$ cat src/rtl/huffman_pkg.sv
// Shared types and helpers for the histogram / sort block.
package huffman_pkg;

  typedef enum logic [2:0] {
    IDLE     = 3'd0,
    REC      = 3'd1,
    CNT_OUT  = 3'd2,
    SORT     = 3'd3,
    SORT_OUT = 3'd4,
    DONE     = 3'd5
  } state_t;

  localparam int unsigned ERR_W     = 3;
  localparam int unsigned ERR_RANGE = 0;  // symbol outside 1..NUM_SYM
  localparam int unsigned ERR_SAT   = 1;  // a counter hit its maximum
  localparam int unsigned ERR_DROP  = 2;  // sample arrived while busy

  // Width used for key comparisons; callers zero-extend into it.
  localparam int unsigned KEY_W = 32;

  // True when entry a must follow entry b: larger count, or equal count and larger symbol.
  function automatic logic key_gt(input logic [KEY_W-1:0] cnt_a,
                                  input logic [KEY_W-1:0] idx_a,
                                  input logic [KEY_W-1:0] cnt_b,
                                  input logic [KEY_W-1:0] idx_b);
    return (cnt_a > cnt_b) || ((cnt_a == cnt_b) && (idx_a > idx_b));
  endfunction

endpackage

$ cat src/rtl/huffman_sort_stage.sv
// Single combinational compare-exchange of two (count, symbol) entries.
module huffman_sort_stage
  import huffman_pkg::*;
#(
  parameter int unsigned CNT_W = 8,
  parameter int unsigned IDX_W = 4
) (
  input  logic [CNT_W-1:0] a_cnt,
  input  logic [IDX_W-1:0] a_idx,
  input  logic [CNT_W-1:0] b_cnt,
  input  logic [IDX_W-1:0] b_idx,
  output logic [CNT_W-1:0] lo_cnt_c,
  output logic [IDX_W-1:0] lo_idx_c,
  output logic [CNT_W-1:0] hi_cnt_c,
  output logic [IDX_W-1:0] hi_idx_c
);

  logic swap_c;

  // Route the smaller key to the lower position.
  always_comb begin
    swap_c   = key_gt(KEY_W'(a_cnt), KEY_W'(a_idx), KEY_W'(b_cnt), KEY_W'(b_idx));
    lo_cnt_c = a_cnt;
    lo_idx_c = a_idx;
    hi_cnt_c = b_cnt;
    hi_idx_c = b_idx;
    if (swap_c) begin
      lo_cnt_c = b_cnt;
      lo_idx_c = b_idx;
      hi_cnt_c = a_cnt;
      hi_idx_c = a_idx;
    end
  end

endmodule

$ cat src/rtl/huffman_hist_sort.sv
// Symbol histogram over a gray_data frame followed by an odd-even transposition
// sort of (count, symbol) pairs, ready for Huffman tree merging.
module huffman_hist_sort
  import huffman_pkg::*;
#(
  parameter int unsigned NUM_SYM = 6,
  parameter int unsigned DATA_W  = 8,
  parameter int unsigned CNT_W   = 8,
  parameter int unsigned IDX_W   = 4
) (
  input  logic                       clk,
  input  logic                       reset,
  input  logic                       gray_valid,
  input  logic [DATA_W-1:0]          gray_data,
  output logic                       CNT_valid,
  output logic [NUM_SYM*CNT_W-1:0]   cnt_flat,
  output logic                       sort_valid,
  output logic [NUM_SYM*IDX_W-1:0]   sort_idx_flat,
  output logic [NUM_SYM*CNT_W-1:0]   sort_cnt_flat,
  output logic                       busy,
  output logic [ERR_W-1:0]           err
);

  localparam int unsigned PASS_W    = (NUM_SYM > 2) ? $clog2(NUM_SYM) : 1;
  localparam logic [PASS_W-1:0] LAST_PASS = PASS_W'(NUM_SYM - 1);
  localparam logic [CNT_W-1:0]  CNT_MAX   = {CNT_W{1'b1}};

  state_t state_q, state_d;

  logic [CNT_W-1:0]  cnt_q     [NUM_SYM];
  logic [CNT_W-1:0]  srt_cnt_q [NUM_SYM];
  logic [IDX_W-1:0]  srt_idx_q [NUM_SYM];
  logic [CNT_W-1:0]  srt_cnt_d [NUM_SYM];
  logic [IDX_W-1:0]  srt_idx_d [NUM_SYM];
  logic [PASS_W-1:0] pass_q;

  logic [CNT_W-1:0]  st_lo_cnt [NUM_SYM-1];
  logic [IDX_W-1:0]  st_lo_idx [NUM_SYM-1];
  logic [CNT_W-1:0]  st_hi_cnt [NUM_SYM-1];
  logic [IDX_W-1:0]  st_hi_idx [NUM_SYM-1];

  logic               count_en_c, restart_c, load_c, step_c, publish_c, drop_c;
  logic [NUM_SYM-1:0] hit_c;
  logic               in_range_c, sat_c;
  logic [ERR_W-1:0]   err_set_c;

  // State register.
  always_ff @(posedge clk) begin
    if (reset) state_q <= IDLE;
    else       state_q <= state_d;
  end

  // Next-state and per-cycle datapath controls.
  always_comb begin
    state_d    = state_q;
    count_en_c = 1'b0;
    restart_c  = 1'b0;
    load_c     = 1'b0;
    step_c     = 1'b0;
    publish_c  = 1'b0;
    drop_c     = 1'b0;
    unique case (state_q)
      IDLE: begin
        if (gray_valid) begin
          count_en_c = 1'b1;
          state_d    = REC;
        end
      end
      REC: begin
        if (gray_valid) count_en_c = 1'b1;
        else            state_d    = CNT_OUT;
      end
      CNT_OUT: begin
        load_c  = 1'b1;
        drop_c  = gray_valid;
        state_d = SORT;
      end
      SORT: begin
        step_c = 1'b1;
        drop_c = gray_valid;
        if (pass_q == LAST_PASS) begin
          publish_c = 1'b1;
          state_d   = SORT_OUT;
        end
      end
      SORT_OUT: begin
        drop_c  = gray_valid;
        state_d = DONE;
      end
      DONE: begin
        if (gray_valid) begin
          restart_c = 1'b1;
          state_d   = REC;
        end
      end
      default: state_d = IDLE;
    endcase
  end

  // Decode the incoming symbol against the counter bank.
  always_comb begin
    hit_c      = '0;
    in_range_c = 1'b0;
    sat_c      = 1'b0;
    for (int k = 0; k < int'(NUM_SYM); k++) begin
      if (32'(gray_data) == (32'(k) + 32'd1)) begin
        hit_c[k]   = 1'b1;
        in_range_c = 1'b1;
        if (cnt_q[k] == CNT_MAX) sat_c = 1'b1;
      end
    end
    err_set_c            = '0;
    err_set_c[ERR_RANGE] = (count_en_c || restart_c) && !in_range_c;
    err_set_c[ERR_SAT]   = count_en_c && sat_c;
    err_set_c[ERR_DROP]  = drop_c;
  end

  // Saturating per-symbol counters; a restart reseeds them from the first sample.
  always_ff @(posedge clk) begin
    if (reset) begin
      for (int k = 0; k < int'(NUM_SYM); k++) cnt_q[k] <= '0;
    end else if (restart_c) begin
      for (int k = 0; k < int'(NUM_SYM); k++) cnt_q[k] <= hit_c[k] ? CNT_W'(1) : '0;
    end else if (count_en_c) begin
      for (int k = 0; k < int'(NUM_SYM); k++) begin
        if (hit_c[k] && (cnt_q[k] != CNT_MAX)) cnt_q[k] <= cnt_q[k] + CNT_W'(1);
      end
    end
  end

  // Compare-exchange elements between every adjacent pair.
  for (genvar i = 0; i < int'(NUM_SYM) - 1; i++) begin : g_stage
    huffman_sort_stage #(
      .CNT_W (CNT_W),
      .IDX_W (IDX_W)
    ) u_stage (
      .a_cnt    (srt_cnt_q[i]),
      .a_idx    (srt_idx_q[i]),
      .b_cnt    (srt_cnt_q[i+1]),
      .b_idx    (srt_idx_q[i+1]),
      .lo_cnt_c (st_lo_cnt[i]),
      .lo_idx_c (st_lo_idx[i]),
      .hi_cnt_c (st_hi_cnt[i]),
      .hi_idx_c (st_hi_idx[i])
    );
  end

  // Apply only the pairs whose left index parity matches the pass parity.
  always_comb begin
    for (int k = 0; k < int'(NUM_SYM); k++) begin
      srt_cnt_d[k] = srt_cnt_q[k];
      srt_idx_d[k] = srt_idx_q[k];
    end
    for (int i = 0; i < int'(NUM_SYM) - 1; i++) begin
      if (1'(i) == pass_q[0]) begin
        srt_cnt_d[i]   = st_lo_cnt[i];
        srt_idx_d[i]   = st_lo_idx[i];
        srt_cnt_d[i+1] = st_hi_cnt[i];
        srt_idx_d[i+1] = st_hi_idx[i];
      end
    end
  end

  // Sort working registers and pass counter.
  always_ff @(posedge clk) begin
    if (reset) begin
      for (int k = 0; k < int'(NUM_SYM); k++) begin
        srt_cnt_q[k] <= '0;
        srt_idx_q[k] <= '0;
      end
      pass_q <= '0;
    end else if (load_c) begin
      for (int k = 0; k < int'(NUM_SYM); k++) begin
        srt_cnt_q[k] <= cnt_q[k];
        srt_idx_q[k] <= IDX_W'(k + 1);
      end
      pass_q <= '0;
    end else if (step_c) begin
      for (int k = 0; k < int'(NUM_SYM); k++) begin
        srt_cnt_q[k] <= srt_cnt_d[k];
        srt_idx_q[k] <= srt_idx_d[k];
      end
      pass_q <= pass_q + PASS_W'(1);
    end
  end

  // Registered status, strobes, sticky errors and published sort result.
  always_ff @(posedge clk) begin
    if (reset) begin
      CNT_valid     <= 1'b0;
      sort_valid    <= 1'b0;
      busy          <= 1'b0;
      err           <= '0;
      sort_idx_flat <= '0;
      sort_cnt_flat <= '0;
    end else begin
      CNT_valid  <= (state_d == CNT_OUT);
      sort_valid <= (state_d == SORT_OUT);
      busy       <= (state_d == CNT_OUT) || (state_d == SORT) || (state_d == SORT_OUT);
      err        <= err | err_set_c;
      if (publish_c) begin
        for (int k = 0; k < int'(NUM_SYM); k++) begin
          sort_idx_flat[k*IDX_W +: IDX_W] <= srt_idx_d[k];
          sort_cnt_flat[k*CNT_W +: CNT_W] <= srt_cnt_d[k];
        end
      end
    end
  end

  // Live counter view.
  always_comb begin
    for (int k = 0; k < int'(NUM_SYM); k++) cnt_flat[k*CNT_W +: CNT_W] = cnt_q[k];
  end

endmodule
$ cat config.mk
export PLATFORM = sky130hd
export DESIGN_NAME = huffman_hist_sort
export DESIGN_NICKNAME = d
export VERILOG_FILES = /design/src/rtl/huffman_pkg.sv /design/src/rtl/huffman_sort_stage.sv /design/src/rtl/huffman_hist_sort.sv
export SDC_FILE = /design/constraint.sdc
export NUM_CORES = 1
export LEC_CHECK = 0
export CORE_ASPECT_RATIO = 0.6
export CORE_MARGIN = 2
export CORE_UTILIZATION = 57
export CTS_CLUSTER_SIZE = 25
export DETAILED_ROUTE_END_ITERATION = 8
export PLACE_DENSITY = 0.81
export SYNTH_ARGS = -nofsm -noshare
export SYNTH_HDL_FRONTEND = slang
export SYNTH_SLANG_ARGS = --single-unit
$ cat constraint.sdc
create_clock -name clk -period 3.4 [get_ports clk]
set_input_delay 0.68 -clock clk [delete_from_list [all_inputs] [get_ports clk]]
set_output_delay 0.68 -clock clk [all_outputs]
set_load 0.01 [all_outputs]
# Word-level counts from Yosys, hierarchy flattened
# Memory sizes are Yosys's and may differ from the RTL's.
# Cells that the tools add are included.
[word_totals]
reg_bits = 84
output_inout_bits = 126
ram_bits = 120
n_memories = 3
input_bits = 11
[classes]
add_sub_neg = 7
n_reduce_logical = 27
n_eq_ne = 32
mux = 149
order_cmp = 10
bitwise_logic = 37
[mem_list]
columns = ["memory", "words", "width", "rd", "rd_clocked_by_memory_dff", "wr", "line_no", "source"]
rows = [
  ["cnt_q", 6, 8, 6, 0, 6, "huffman_hist_sort.sv:30", "logic [CNT_W-1:0] cnt_q [NUM_SYM];"],
  ["srt_cnt_q", 6, 8, 6, 0, 6, "huffman_hist_sort.sv:31", "logic [CNT_W-1:0] srt_cnt_q [NUM_SYM];"],
  ["srt_idx_q", 6, 4, 6, 0, 6, "huffman_hist_sort.sv:32", "logic [IDX_W-1:0] srt_idx_q [NUM_SYM];"],
]
[op_table]
columns = ["cell", "count"]
rows = [
  ["8-bit two-way mux", 39],
  ["4-bit two-way mux", 22],
  ["16-bit two-way mux", 5],
  ["1-bit two-way mux", 79],
  ["8-bit by 1-bit adder with 8-bit output (second input constant)", 6],
  ["8-bit equality test (second input constant)", 6],
  ["8-bit inequality test (second input constant)", 6],
  ["8-bit equality test", 5],
  ["8-bit > comparator", 5],
  ["1-bit OR", 36],
  ["8-bit by 3-bit equality test with 1-bit output (second input constant)", 3],
  ["4-bit > comparator", 5],
  ["8-bit by 2-bit equality test with 1-bit output (second input constant)", 2],
  ["3-bit case mux with 5 select lines", 1],
  ["1-bit logical AND", 13],
  ["3-bit by 2-bit equality test with 1-bit output (second input constant)", 4],
  ["3-bit equality test (second input constant)", 4],
  ["3-bit two-way mux", 3],
  ["8-bit by 1-bit equality test with 1-bit output (second input constant)", 1],
  ["1-bit logical OR", 8],
  ["2-bit OR reduction", 3],
  ["3-bit by 1-bit adder with 3-bit output (second input constant)", 1],
  ["3-bit by 1-bit equality test with 1-bit output (second input constant)", 1],
  ["3-bit zero test", 1],
  ["other kinds (3)", 3],
]

# Depth between registers and ports, before layout
# Gate-level depths: netlist (run 1).
[depth]
depth_word = 15
ltp_mapped = 11
ltp_nobuf = 9

# Hierarchy
# Synthesis (run 1) repeated with hierarchy kept, for this count alone.
[hier_totals]
hier_cells = 1181
hier_area_um2 = 12697.2
[by_module_without_submodules]
columns = ["module", "seq_area_each_um2", "instances", "cells_per_inst", "area_per_inst_um2"]
rows = [
  ["huffman_hist_sort", 5285.1, 1, 839, 9036.2],
  ["huffman_sort_stage (g_stage[1].u_stage ...)", 0.0, 4, 68, 740.7],
  ["huffman_sort_stage (g_stage[0].u_stage)", 0.0, 1, 70, 698.2],
]

# Worst setup path after synthesis (run 1)
# OpenSTA, ideal clock, no wires.
[synth_path]
path_kind = "input -> register"
start = "in reset"
end = "mem srt_cnt_q[0][0] (enable)"
t_required_ps = 2972
setup_ps = 428
t_arrival_ps = 2699
path_buffers = 2
path_slack_ps = 273
stages = 3
cell_sequence = "clkbuf_1 -> clkbuf_1 -> nand2b_1"
[synth_rtl]
columns = ["element", "line_no", "source"]
rows = [
  ["start, declared", "huffman_hist_sort.sv:12", "input logic reset,"],
  ["end, declared", "huffman_hist_sort.sv:31", ""],
]

==> results of run 1 <==
[logic make-up (layout without fill, tap and decap cells)]
| family | after synthesis | count (layout) | synth area share, % |
|---|---|---|---|
| compound gates | 228 | 228 | 12.8 |
| xor+xnor | 36 | 36 | 2.73 |
| fa+ha+maj | 68 | 68 | 7.36 |
| buf+inv | 137 | 278 | 4.72 |
| flops | 204 | 204 | 45.7 |
| mux | 169 | 169 | 14.7 |
| simple gates | 310 | 310 | 11.9 |
[cells in the final DEF, fill, tap and decap left out, drive strengths merged, types with 12 or more instances in the layout]
| master | count |
|---|---|
| a211oi | 63 |
| a21oi | 67 |
| buf | 33 |
| clkbuf | 25 |
| clkdlybuf4s50 | 135 |
| dfxtp | 84 |
| edfxtp | 120 |
| ha | 68 |
| inv | 76 |
| mux2i | 159 |
| nand2 | 41 |
| nand2b | 12 |
| nand3 | 29 |
| nor2 | 172 |
| o21a | 13 |
| o21ai | 47 |
| xnor2 | 16 |
| xor2 | 20 |
[path summary, 6_finish.rpt]
path                   start               to  cells past startpoint
max          srt_idx_q[4][2]  srt_cnt_q[4][1]                     10
min                   err[0]           err[0]                      2
max reg2reg  srt_idx_q[4][2]  srt_cnt_q[4][1]                     10
min reg2reg           err[0]           err[0]                      2
[cell usage after synthesis (all sizes together), types with 2 or more instances]
master and count:
o211ai 3, and3 8, a22o 9, o21ai 47
ha 68, a21oi 67, mux2 10, inv 73
o22a 2, nand3b 2, o22ai 3, o32a 3
mux2i 159, dfxtp 84, or3 4, nand2b 12
o21a 13, edfxtp 120, a2111oi 5, a211oi 63
or4 2, and4 3, buf 19, nor2 172
nand3 29, nor2b 10, o32ai 3, a31oi 4
nand4 10, xor2 20, clkbuf 45, o31a 3
xnor2 16, nand2 41, or2 5, nor3 10
[power by group through the flow]
stage	Combinational, mW	Clock [mW]	Sequential (mW)
6_report	0.993	2.23	2.81
2_1_floorplan	0.702	0	2.83
3_3_place_gp	0.951	0	2.85
5_1_grt	1.08	2.35	2.82
3_5_place_dp	0.975	0	2.86
4_1_cts	0.984	2.25	2.80
[through the flow]
stage / setup WS (ns) / total power, mW
detailed placement: 0.117 / 3.83
global placement: 0.179 / 3.80
floorplan: 0.273 / 3.53
global route: 0.309 / 6.25
finish: 0.499 / 6.04
CTS: 0.515 / 6.04
[sequential cells by signal, summed over array words and instances (netlist names)]
| signal | flops |
|---|---|
| err | 3 |
| sort_idx_flat | 24 |
| pass_q | 3 |
| busy | 1 |
| srt_cnt_q | 48 |
| sort_valid | 1 |
| sort_cnt_flat | 48 |
| state_q | 3 |
| srt_idx_q | 24 |
| cnt_q | 48 |
| CNT_valid | 1 |
[worst max-delay path: cells and delay by family, from the launching register on]
family | cells | cell delay, ns
flip-flops | 1 | 0.43
adder cells (fa/ha/maj) | 1 | 0.26
multiplexers | 2 | 0.45
AO/OA/AOI/OAI | 5 | 1.03
buffers and inverters | 2 | 0.46
[area by class of cell]
| cell class | instances | area share, % |
|---|---|---|
| clock buffer | 25 | 3.96 |
| tap | 273 | 2.45 |
| clock inverter | 12 | 0.701 |
| timing repair buffer | 168 | 11.6 |
| sequential | 204 | 38.0 |
| multi-input combinational | 811 | 41.4 |
| inverter | 73 | 1.97 |
[metal layers]
layer / track usage [%] / vias to the layer above
li1: - / 4420
met1: 42.0 / 4428
met2: 40.4 / 403
met3: 3.71 / 46
met4: 6.14 / 0
met5: 0 / -
==> impl_metrics.yaml, run 1 <==
drt:
  drc: 0
  vias: 9297
  vias_per_cell: 5.94
  highest_layer: "met4"
  wl_met1_um: 14100
  drt_pass1_iterations: 6
  met3_length_um: 2340
  first_iter_violations: 733
  post_drt_wl_per_cell_um: 18.8
  detail-route-antenna-nets: 0
  wl_met2_um: 12400
  wl_um: 29500
final_layout:
  finalNetCount: 1358
  antennaDiodeCount: 0
  syn2layout_area_growth_pct: 20.3
  multi_input_area_um2: 5760
  drive_gt1_share_pct: 7.04
  layout.cells.non_filler: 1566
  fillerInstances: 1490
  design_area_um2: 13900
  regArea_um2: 5290
  final_core_util_pct: 69.7
floorplanning:
  start_util_pct: 57.9
  rows: 40
  pin_count: 137
  design.die.area_um2: 21500
  core-area_um2: 20000
  die_x_um: 188
  die_y_um: 114
pwr:
  p_seq_share_pct: 46.5
  switchingPower_mw: 1.67
  power_density_nw_per_um2: 434
  power.share.combinational_pct: 16.5
  clockPowerShare_pct: 37.0
  irDropWorstVdd_mv: 0.312
  p_leak_nw: 5.21
  sw_frac_of_total_pct: 27.6
  internal-power_mw: 4.37
logic_synthesis:
  synth_edf_count: 120
  synth_top_area_cell: "edfxtp_1"
  synthArstFlopShare_pct: 0
  syn_area_um2: 11600
  seq_area_frac_synth_pct: 45.7
  synth_warnings: 0
  syn_nets: 1231
  avgSynthCellArea_um2: 10.0
  netlist_instances: 1152
  synth_seq_cells: 204
  ys_types: 50
  synth_flop_cell: "edfxtp_1"
  synth_top_area_share_pct: 31.2
  synth.area.top_cells: "edfxtp_1, dfxtp_1, mux2i_1"
timing:
  final_hold_viol_count: 0
  holdWs_ns: 0.480
  fin_worst_skew_ns: 0.0253
  tightest_slew_ns: 1.00
  setup_violations: 0
  rsz0062_at_grt: "no"
  min_period_ns: 2.90
  fmax_mhz: 345
  fin_crit_sh_pct: 85.3
  setup_tns_ns: 0
  relSlewSlack_pct: 32.8
  maxSlewViolCount: 0
clock_tree:
  cts_max_level: 1
  numClockSinks: 204
  cts_max_path_buffers: 3
  cts_hold_buf: 0
  cts_root_buffer: "clkbuf_16"
  clk_pin_slew_ns: 0.07
  ctsResizeCount: 0
  numCtsBuffers: 21
  cts_tree: "done"
  cts_setup_buffers: 0
  worstSkewPairLatency_ns: 0.51
placement:
  portBuffers: 136
  place_hpwl_um: 21500
  dpl_cell_area_um2: 13300
  routabilityCongestion: 0.911
  dp_cells: 1529
global_routing:
  grt_start_max_net_pins: 101
  antenna_found_initial: 0
  grt_pass1_wl_um: 46700
  grt_pass1_vias: 8580
  grt_remaining_overflow: 0
  grt_usage_pct: 27.2
critical_path:
  crit_path_cell_trace: "inv_1 > ha_1 > a21oi_1 > o22ai_1 > o22a_1 > o32ai_4 > buf_4 > mux2i_1 > mux2i_1 > a21oi_1"
  regToRegSetupSlack_ns: 0.50
  start_kind: "flop"
  critical_path.slowest_cell: "o32ai_4"
  critPathKind: "flop to flop"
  cp.arrival_ns: 3.15
  cp_max_fo: 9
  critPathMaxStageDelay_ns: 0.47
  cp_data_required_time_ns: 3.65
  endpoint_kind: "flop"
hold_path:
  min_path_type: "flop to flop"
status:
  status: "completed"
flow_run:
  maxCapViolations: 0
No activity file was read; power rests on OpenSTA's default activity.
==> inputs of run 2 (changes only) <==
--- a/config.mk
+++ b/config.mk
@@ -10,6 +10,7 @@
 export CORE_UTILIZATION = 57
 export CTS_CLUSTER_SIZE = 25
 export DETAILED_ROUTE_END_ITERATION = 8
+export MAX_ROUTING_LAYER = met4
 export PLACE_DENSITY = 0.81
 export SYNTH_ARGS = -nofsm -noshare
 export SYNTH_HDL_FRONTEND = slang
==> run 2 against run 1 <==
Global-route usage up 0.85 points. Via count up 0.14%. Non-clock buffer count is the same.
==> impl_metrics.yaml, run 2 (synthesized netlist as in run 1, its figures left out) <==
critical_path:
  crit_path_cell_trace: "inv_1 > ha_1 > nand2b_1 > a2111oi_0 > nor3_1 > o32a_1 > buf_4 > mux2i_1 > mux2i_1 > a21oi_1"
  reg2reg_from: "srt_cnt_q[2][0]"
  endpoint_kind: "flop"
  cp_data_required_time_ns: 3.65
  cp_common_cell: "mux2i_1"
  start_kind: "flop"
  critPathMaxStageDelay_ns: 0.45
  critPathKind: "flop to flop"
  regToRegSetupSlack_ns: 0.50
  critical_path.slowest_cell: "a2111oi_0"
  cp_max_fo: 13
  reg2regPathDepth: 10
  cp.arrival_ns: 3.15
  reg2reg_to: "srt_cnt_q[3][0]"
hold_path:
  holdPathEnd: "err[0]"
  min_path_type: "flop to flop"
  hold_depth: 2
  min_from: "err[0]"
global_routing:
  grt_pass1_wl_um: 46800
  grt_start_max_net_pins: 101
  grt_usage_pct: 28.0
  antenna_found_initial: 0
  grt_pass1_vias: 8569
  grt_remaining_overflow: 0
floorplanning:
  design.die.area_um2: 21500
  core-area_um2: 20000
  die_x_um: 188
  start_util_pct: 57.9
  die_y_um: 114
  rows: 40
  pin_count: 137
final_layout:
  reg_top3: "cnt_q (48), sort_cnt_flat (48), srt_cnt_q (48)"
  finalNetCount: 1358
  multi_input_area_um2: 5760
  syn2layout_area_growth_pct: 20.3
  antennaDiodeCount: 0
  final_cell_mix: "nor2_1, mux2i_1, clkdlybuf4s50_1, edfxtp_1, dfxtp_1"
  final_common_cell: "nor2_1"
  regArea_um2: 5290
  fillerInstances: 1490
  drive_gt1_share_pct: 7.04
  design_area_um2: 13900
drt:
  wl_um: 29500
  drt_pass1_iterations: 5
  first_iter_violations: 662
  vias_per_cell: 5.95
  drc: 0
  vias: 9310
  post_drt_wl_per_cell_um: 18.8
  detail-route-antenna-nets: 0
clock_tree:
  ctsResizeCount: 0
  numClockSinks: 204
  numCtsBuffers: 21
  worstSkewPairLatency_ns: 0.51
  cts_setup_buffers: 0
  cts_max_level: 1
  cts_hold_buf: 0
  clk_pin_slew_ns: 0.07
  cts_max_path_buffers: 3
  cts_root_buffer: "clkbuf_16"
  cts_tree: "done"
timing:
  tightest_slew_ns: 1.02
  fin_worst_skew_ns: 0.0225
  setup_tns_ns: 0
  final_hold_viol_count: 0
  maxSlewViolCount: 0
  relSlewSlack_pct: 31.6
  setup_violations: 0
  min_period_ns: 2.90
  fin_crit_sh_pct: 85.3
  fmax_mhz: 345
  rsz0062_at_grt: "no"
placement:
  routabilityCongestion: 0.927
  place_hpwl_um: 21500
  dpl_cell_area_um2: 13300
  portBuffers: 136
pwr:
  p_leak_nw: 5.21
  power_density_nw_per_um2: 433
  irDropWorstVdd_mv: 0.308
  finalPower_mw: 6.03
status:
  status: "completed"
flow_run:
  maxCapViolations: 0
-- run 2: cell counts in the layout (fill, tap and decap cells not counted) --
No cell type changed its count.
-- run 2: layout make-up --
| cell class | count | area share, % |
|---|---|---|
| multi-input combinational | 811 | 41.4 |
| sequential | 204 | 38.0 |
| timing repair buffer | 168 | 11.6 |
| clock buffer | 25 | 3.96 |
| tap | 273 | 2.45 |
| inverter | 73 | 1.97 |
| clock inverter | 12 | 0.701 |
-- run 2: stage by stage --
| stage | utilization [%] | std cells | hold slack, ns | worst slack (ns) |
|---|---|---|---|---|
| final | 69.7 | 1566 | 0.478 | 0.501 |
| after global routing | 69.7 | 1566 | 0.506 | 0.309 |
| after CTS | 69.7 | 1566 | 0.480 | 0.515 |
| after detailed placement | 66.5 | 1529 | 0.467 | 0.117 |
| after global placement | 66.5 | 1529 | 0.457 | 0.179 |
| after floorplan | - | 1152 | 0.449 | 0.273 |
-- run 2: how the worst max path moves through the flow --
stage	slack (ns)	end	depth (start not counted)	startpoint
finish	0.50	srt_cnt_q[3][0]	10	srt_cnt_q[2][0]
floorplan	0.27	srt_cnt_q[0][0]	3	reset
CTS	0.51	srt_cnt_q[3][0]	10	srt_cnt_q[2][0]
global route	0.31	srt_cnt_q[3][0]	10	srt_cnt_q[2][0]
global placement	0.18	cnt_q[1][3]	5	gray_data[5]
detailed placement	0.12	cnt_q[1][3]	5	gray_data[5]
-- run 2: worst max-delay path, delay by kind of cell, from the launching register on --
kind                       cells  cell delay [ns]
muxes                          2             0.42
adders and majority gates      1             0.28
AOI/OAI and AO/OA              3             0.86
and+or+nand+nor                2             0.25
buffers and inverters          2             0.43
DFF                            1             0.39
-- run 2: routing by layer --
layer	vias up	share of wire, %	track usage [%]
met5	-	0	-
met4	0	2.0	6.14
met3	44	7.6	3.62
met2	420	42	40.3
met1	4429	48	42.2
li1	4417	-	-
-- run 2: where the power goes --
group | switching (mW) | internal, mW
combinational | 0.567 | 0.425
clock | 0.985 | 1.24
sequential | 0.106 | 2.70
==> inputs of run 3 (changes only) <==
--- a/config.mk
+++ b/config.mk
@@ -8,10 +8,12 @@
 export CORE_ASPECT_RATIO = 0.6
 export CORE_MARGIN = 2
 export CORE_UTILIZATION = 57
+export CTS_BUF_LIST = sky130_fd_sc_hd__clkbuf_16
 export CTS_CLUSTER_SIZE = 25
 export DETAILED_ROUTE_END_ITERATION = 8
 export MAX_ROUTING_LAYER = met4
 export PLACE_DENSITY = 0.81
+export SETUP_SLACK_MARGIN = 0.15
 export SYNTH_ARGS = -nofsm -noshare
 export SYNTH_HDL_FRONTEND = slang
 export SYNTH_SLANG_ARGS = --single-unit
==> run 3 against run 2 <==
Core utilization down 0.050 points. Non-clock buffer count unchanged. Register-to-register slack about the same.
==> impl_metrics.yaml, run 3 (synthesized netlist as in run 1, its figures left out) <==
clock_tree:
  cts_tree: "done"
  ctsResizeCount: 0
  cts_max_level: 1
  cts_setup_buffers: 0
  cts_max_path_buffers: 3
  clk_pin_slew_ns: 0.07
  numCtsBuffers: 21
  numClockSinks: 204
  worstSkewPairLatency_ns: 0.51
  cts_hold_buf: 0
  cts_root_buffer: "clkbuf_16"
timing:
  fmax_mhz: 345
  maxSlewViolCount: 0
  tightest_slew_ns: 1.01
  fin_worst_skew_ns: 0.0212
  min_period_ns: 2.90
  final_hold_viol_count: 0
  fin_crit_sh_pct: 85.3
  setup_tns_ns: 0
  rsz0062_at_grt: "no"
  relSlewSlack_pct: 32.1
  holdWs_ns: 0.475
  setup_violations: 0
floorplanning:
  pin_count: 137
  design.die.area_um2: 21500
  core-area_um2: 20000
  die_x_um: 188
  die_y_um: 114
  start_util_pct: 57.9
  rows: 40
global_routing:
  grt_start_max_net_pins: 101
  grt_pass1_wl_um: 46800
  grt_remaining_overflow: 0
  grt_usage_pct: 28.0
  grtUsageMet1_pct: 42.3
  globalRouteMet3Util_pct: 3.46
  grt_pass1_vias: 8573
  grt.busiest_layer: "met1"
  use_met2_pct: 40.3
  antenna_found_initial: 0
final_layout:
  reg_top3: "cnt_q (48), sort_cnt_flat (48), srt_cnt_q (48)"
  antennaDiodeCount: 0
  syn2layout_area_growth_pct: 20.3
  final_cell_mix: "nor2_1, mux2i_1, clkdlybuf4s50_1, edfxtp_1, dfxtp_1"
  finalNetCount: 1358
  final_common_cell: "nor2_1"
  drive_gt1_share_pct: 6.96
pwr:
  clockPowerShare_pct: 36.7
  irDropWorstVdd_mv: 0.308
  power_density_nw_per_um2: 432
  finalPower_mw: 6.00
  p_leak_nw: 5.22
  power.share.combinational_pct: 16.5
  internal-power_mw: 4.34
  p_seq_share_pct: 46.8
  switchingPower_mw: 1.66
  sw_frac_of_total_pct: 27.7
placement:
  portBuffers: 136
  routabilityCongestion: 0.927
  place_hpwl_um: 21500
critical_path:
  cp.arrival_ns: 3.15
  critPathMaxStageDelay_ns: 0.45
  cp_data_required_time_ns: 3.65
  critical_path.slowest_cell: "a2111oi_0"
  crit_path_cell_trace: "inv_1 > ha_1 > nand2b_1 > a2111oi_0 > nor3_1 > o32a_1 > buf_4 > mux2i_1 > mux2i_1 > a21oi_1"
  start_kind: "flop"
  cp_common_cell: "mux2i_1"
  endpoint_kind: "flop"
  cp_max_fo: 13
  critPathKind: "flop to flop"
hold_path:
  min_path_type: "flop to flop"
drt:
  post_drt_wl_per_cell_um: 18.8
  detail-route-antenna-nets: 0
  first_iter_violations: 793
  vias: 9286
  wl_um: 29400
  vias_per_cell: 5.93
  drt_pass1_iterations: 5
  drc: 0
status:
  status: "completed"
flow_run:
  maxCapViolations: 0
==> run 3: cell types whose count changed in the layout (fill, tap and decap cells not counted), sizes merged <==
cell / before / now
clkinv: 7 / 8
clkbuf: 25 / 21
inv: 76 / 79
==> run 3: worst paths after layout <==
path / start / endpoint / slack [ns] / depth (start not counted)
min: err[0] / err[0] / 0.47 / 2
max: srt_cnt_q[2][0] / srt_cnt_q[3][0] / 0.50 / 10
max reg2reg: srt_cnt_q[2][0] / srt_cnt_q[3][0] / 0.50 / 10
min reg2reg: err[0] / err[0] / 0.47 / 2
==> run 3: power groups by stage <==
stage | logic (mW) | registers, mW | clock network (mW)
6_report | 0.993 | 2.81 | 2.20
3_3_place_gp | 0.951 | 2.85 | 0
5_1_grt | 1.08 | 2.82 | 2.32
3_5_place_dp | 0.975 | 2.86 | 0
2_1_floorplan | 0.702 | 2.83 | 0
4_1_cts | 0.984 | 2.80 | 2.22
==> run 3: final cells by class <==
type                    count  area [um2]
inverters                  73         274
clock inverters            16         113
flip-flops and latches    204        5290
clock buffers              21         526
well taps                 273         342
multi-input cells         811        5760
fillers                  1491        6060
repair buffers            168        1610
==> run 3: stage by stage <==
stage	setup slack, ns	cells	area [um2]	utilization (%)
6_report	0.500	1566	13900	69.6
5_1_grt	0.309	1566	13900	69.6
4_1_cts	0.515	1566	13900	69.6
3_5_place_dp	0.117	1529	13300	66.5
3_3_place_gp	0.179	1529	13300	66.5
2_1_floorplan	0.273	1152	11600	-
==> run 3: critical path: cells and delay by family, from the launching register on <==
family          cells  cell delay [ns]
compound gates      3             0.86
buf+inv             2             0.43
mux                 2             0.42
flops               1             0.39
fa+ha+maj           1             0.28
simple gates        2             0.25
==> run 3: metal layers <==
| metal | wire length (um) | part of all wire, % |
|---|---|---|
| met1 | 14400 | 49 |
| met2 | 12300 | 42 |
| met3 | 2150 | 7.3 |
| met4 | 663 | 2.3 |
| met5 | 0 | 0 |
==> edit 1, RTL diff (settings of run 1) <==
`CNT_W` is set to 8 in 2 places; all go to 6.
--- a/src/rtl/huffman_sort_stage.sv
+++ b/src/rtl/huffman_sort_stage.sv
@@ -3,5 +3,5 @@
   import huffman_pkg::*;
 #(
-  parameter int unsigned CNT_W = 8,
+  parameter int unsigned CNT_W = 6,
   parameter int unsigned IDX_W = 4
 ) (
--- a/src/rtl/huffman_hist_sort.sv
+++ b/src/rtl/huffman_hist_sort.sv
@@ -6,5 +6,5 @@
   parameter int unsigned NUM_SYM = 6,
   parameter int unsigned DATA_W  = 8,
-  parameter int unsigned CNT_W   = 8,
+  parameter int unsigned CNT_W   = 6,
   parameter int unsigned IDX_W   = 4
 ) (
Ports: changed (resized cnt_flat and sort_cnt_flat); port bits go from 137 to 113. No check against the original RTL was run, so the function may have changed too.
==> edit 1 against run 1 <==
Sequential cell count is 36 lower. Power is 18% lower. Setup slack worse by 0.18 ns. Area after synthesis is 22% lower. Final area is 21% lower. Count of clock-buffer cells in the layout is 8 lower. Wire length is 16% lower. Sequential share of layout area is 1.4 points higher.
==> edit 1: results (changes against run 1) <==
synth_xor_xnor_area_share_pct: 2.326  # -0.40 points
crit_start: "srt_cnt_q[4][0]"
hpwlAfterDp_microns: 17850  # -17%
routedLengthMet1_microns: 11380  # -19%
grt_start_max_net_pins: 51  # -50%
setup_ws_ns: 0.3209  # -0.1785 ns
clock_path_buffers: 2  # -1
swShare_pct: 29.28  # +1.7 points
yosys_register_bits: 168  # -18%
wl_met2_microns: 10270  # -17%
stdcell_count: 1253  # -20%
seqCellArea_sq_um: 4324  # -18%
min_from: "sort_idx_flat[13]"
synth_adder_area_share_pct: 8.031  # +0.67 points
clock_area_share_pct: 5.100  # +0.44 points
bufAreaShareNonClock_pct: 12.16  # +0.60 points
cp.arrival_ns: 3.25  # +0.10 ns
reg_top3: "cnt_q (36), sort_cnt_flat (36), srt_cnt_q (36)"
inv_count: 66  # -9.6%
met1_usage_pct: 43.94  # +1.9 points
n_all_buffers: 139  # -17%
multi_input_gates: 645  # -20%
ys_top_cells_by_count: "nor2_1 (100), edfxtp_1 (96), nand2_1 (87), o21ai_0 (81), dfxtp_1 (72)"
dr.first_iter.drc_count: 942  # +29%
fin_skew_ns: 0.01115  # -0.01415 ns
synth_compound_area_share_pct: 15.97  # +3.1 points
p_total_mw: 4.948  # -18%
gp_congestion: 0.9116  # about the same
max_slew_margin_pct: 47.00  # +14 points
slowest_stage: "o311a_1"
multi_input_area_share_pct: 38.83  # -2.5 points
dp_cells: 1221  # -20%
p_leak_nw: 4.231  # -19%
synthMuxAreaShare_pct: 6.909  # -7.8 points
ctsHtreeMaxLevel: 4  # +3
synth.distinct_cells: 65  # +30%
hold_ws_ns: 0.4504  # -0.02958 ns
areaGrowthSynthToFinish_pct: 21.63
synth_edf_count: 96  # -20%
crit_fanout: 21  # +12
status: "finished clean"
synth_area_leaders: "edfxtp_1 (32%), dfxtp_1 (16%), ha_1 (8.0%), mux2i_1 (5.9%), o21ai_0 (4.5%)"
syn-num-nets: 997  # -19%
firstDrtPassIters: 7  # +1
[edit 1: cell count changes in the layout (fill, tap and decap cells not counted), moves of 13 or more]
| cell | before | now |
|---|---|---|
| a21oi_1 | 67 | 50 |
| nand2_1 | 41 | 86 |
| a211oi_1 | 62 | 7 |
| nor2_1 | 171 | 97 |
| edfxtp_1 | 120 | 96 |
| clkdlybuf4s50_1 | 135 | 112 |
| o21ai_0 | 47 | 81 |
| mux2i_1 | 159 | 53 |
| o21a_1 | 13 | 0 |
[edit 1: worst paths after layout]
| kind | to | depth (start not counted) |
|---|---|---|
| max | srt_cnt_q[5][4] | 9 |
| min reg2reg | sort_idx_flat[13] | 2 |
| max reg2reg | srt_cnt_q[5][4] | 9 |
| min | sort_idx_flat[13] | 2 |
==> edit 2, RTL diff (flow settings as in run 1) <==
Made on the original files. Put a register stage on the output `cnt_flat`, without a reset. The value now appears one clock later. The other outputs are not delayed to match.
--- a/src/rtl/huffman_hist_sort.sv
+++ b/src/rtl/huffman_hist_sort.sv
@@ -26,4 +26,6 @@
   localparam logic [CNT_W-1:0]  CNT_MAX   = {CNT_W{1'b1}};
 
+  logic [NUM_SYM*CNT_W-1:0] cnt_flat_d;
+
   state_t state_q, state_d;
 
@@ -210,5 +212,9 @@
   // Live counter view.
   always_comb begin
-    for (int k = 0; k < int'(NUM_SYM); k++) cnt_flat[k*CNT_W +: CNT_W] = cnt_q[k];
+    for (int k = 0; k < int'(NUM_SYM); k++) cnt_flat_d[k*CNT_W +: CNT_W] = cnt_q[k];
+  end
+
+  always_ff @(posedge clk) begin
+    cnt_flat <= cnt_flat_d;
   end
 
Formal check against the unedited RTL: not equivalent (Yosys sat finds a counterexample within 4 cycles, from zero or initial values and one cycle with reset high).
==> edit 2 against run 1 <==
Area after synthesis up 9.0%. Synthesized cell count increased by 4.6%. Clock skew decreased by 0.0094 ns. Sequential power up 21%. Wire length up 9.4%. Setup slack worse by 0.095 ns. Non-clock buffer count shrank 6. Power is 23% higher. Sequential cell count up 48. Critical path depth is the same. Final area is 9.0% higher. First-iteration DRC count increased by 23%. Clock power increased by 35%. Largest cell class is now sequential cells. Largest power group unchanged.
==> edit 2: results (changes against run 1) <==
status: "finished clean"
grt.total_usage_pct: 27.63  # +0.46 points
stdcell_count: 1634  # +4.3%
antenna_found_initial: 0  # unchanged
min_from: "cnt_q[2][7]"
cp.arrival_ns: 3.25  # +0.10 ns
path_clk_slew_ns: 0.07  # about the same
rrSetupSlack_ns: 0.40  # -0.09 ns
fillCellCount: 1638  # +9.9%
hold_depth: 0  # -2
p_int_mw: 5.556  # +27%
grt_start_max_net_pins: 91  # -9.9%
clk-insertion-delay-late_ns: 0.53  # +0.02 ns
slowest_stage: "a2111oi_0"
place_area_sq_um: 14290  # +7.6%
fin_skew_ns: 0.01589  # -0.009406 ns
slowest_delay_ns: 0.43  # -0.04 ns
post_drt_wl_per_cell_microns: 19.72  # +4.8%
syn-num-nets: 1284  # +4.3%
hold_class: "reg -> reg"
synth_top_area_share_pct: 28.59  # -2.6 points
clock_path_buffers: 3  # unchanged
ys_top_cells_by_count: "nor2_1 (157), mux2i_1 (151), dfxtp_1 (132), edfxtp_1 (120), inv_1 (71)"
firstDrtPassIters: 5  # -1
grt_pass1_wl_microns: 51150  # +9.4%
peakVddDrop_v: 0.0003776  # +21%
seq_area_frac_synth_pct: 49.56  # +3.9 points
pwr_density_cell_nw_per_um2: 489.9  # +13%
synth_xor_xnor_area_share_pct: 2.502  # -0.22 points
synth_area_leaders: "edfxtp_1 (29%), dfxtp_1 (21%), mux2i_1 (12%), ha_1 (6.8%), nor2_1 (4.7%)"
p_leak_nw: 5.675  # +8.8%
post_cts_resized: 0  # unchanged
synth_area_per_cell_sq_um: 10.46  # +4.2%
ctsHtreeMaxLevel: 1  # unchanged
r2r_start: "srt_cnt_q[1][0]"
max_slew_margin_pct: 15.00  # -18 points
synth_compound_area_share_pct: 12.28  # -0.55 points
pg_seq_mw: 3.39  # +21%
synthMuxAreaShare_pct: 12.53  # -2.2 points
drive_gt1_share_pct: 7.196  # +0.16 points
hold_ws_ns: 0.4634  # -0.01663 ns
synth_edf_count: 120  # unchanged
p_clk_mw: 3.01  # +35%
nets: 1409  # +3.8%
grt_pass1_vias: 9236  # +7.6%
crit_fanout: 21  # +12
synth.distinct_cells: 53  # +6.0%
numCtsBuffers: 24  # +14%
dominantRegCellSynth: "dfxtp_1"
dr.first_iter.drc_count: 900  # +23%
critical_path.top_delay_family: "compound AO/OA/AOI/OAI gates"
synth_adder_area_share_pct: 6.751  # -0.61 points
==> edit 2: cell count changes after synthesis, sizes merged, moves of 6 or more <==
cell,delta
nand2,+28
dfxtp,+48
a21oi,-11
clkbuf,-6
mux2i,-8
o21ai,+9
a211oi,+7
a22o,-7
nor2,-13
==> edit 2: cell type report <==
type / count / area (sq um) / area share, %
multi-input cells: 819 / 5812 / 38.30
flip-flops and latches: 252 / 6247 / 41.17
clock buffers: 33 / 706.9 / 4.659
repair buffers: 162 / 1602 / 10.55
inverters: 71 / 266.5 / 1.756
well taps: 286 / 357.8 / 2.358
clock inverters: 11 / 182.7 / 1.204
==> edit 2: cell families after synthesis <==
logic type | Yosys count
buf+inv | 134
fa+ha+maj | 68
xor+xnor | 36
mux | 157
simple gates | 333
flops | 252
compound gates | 225
==> edit 2: metal layers <==
layer	track usage, %	wire length (microns)
met1	41.53	14760
met2	40.88	13960
met3	6.514	3067
met4	5.208	439
met5	0	0
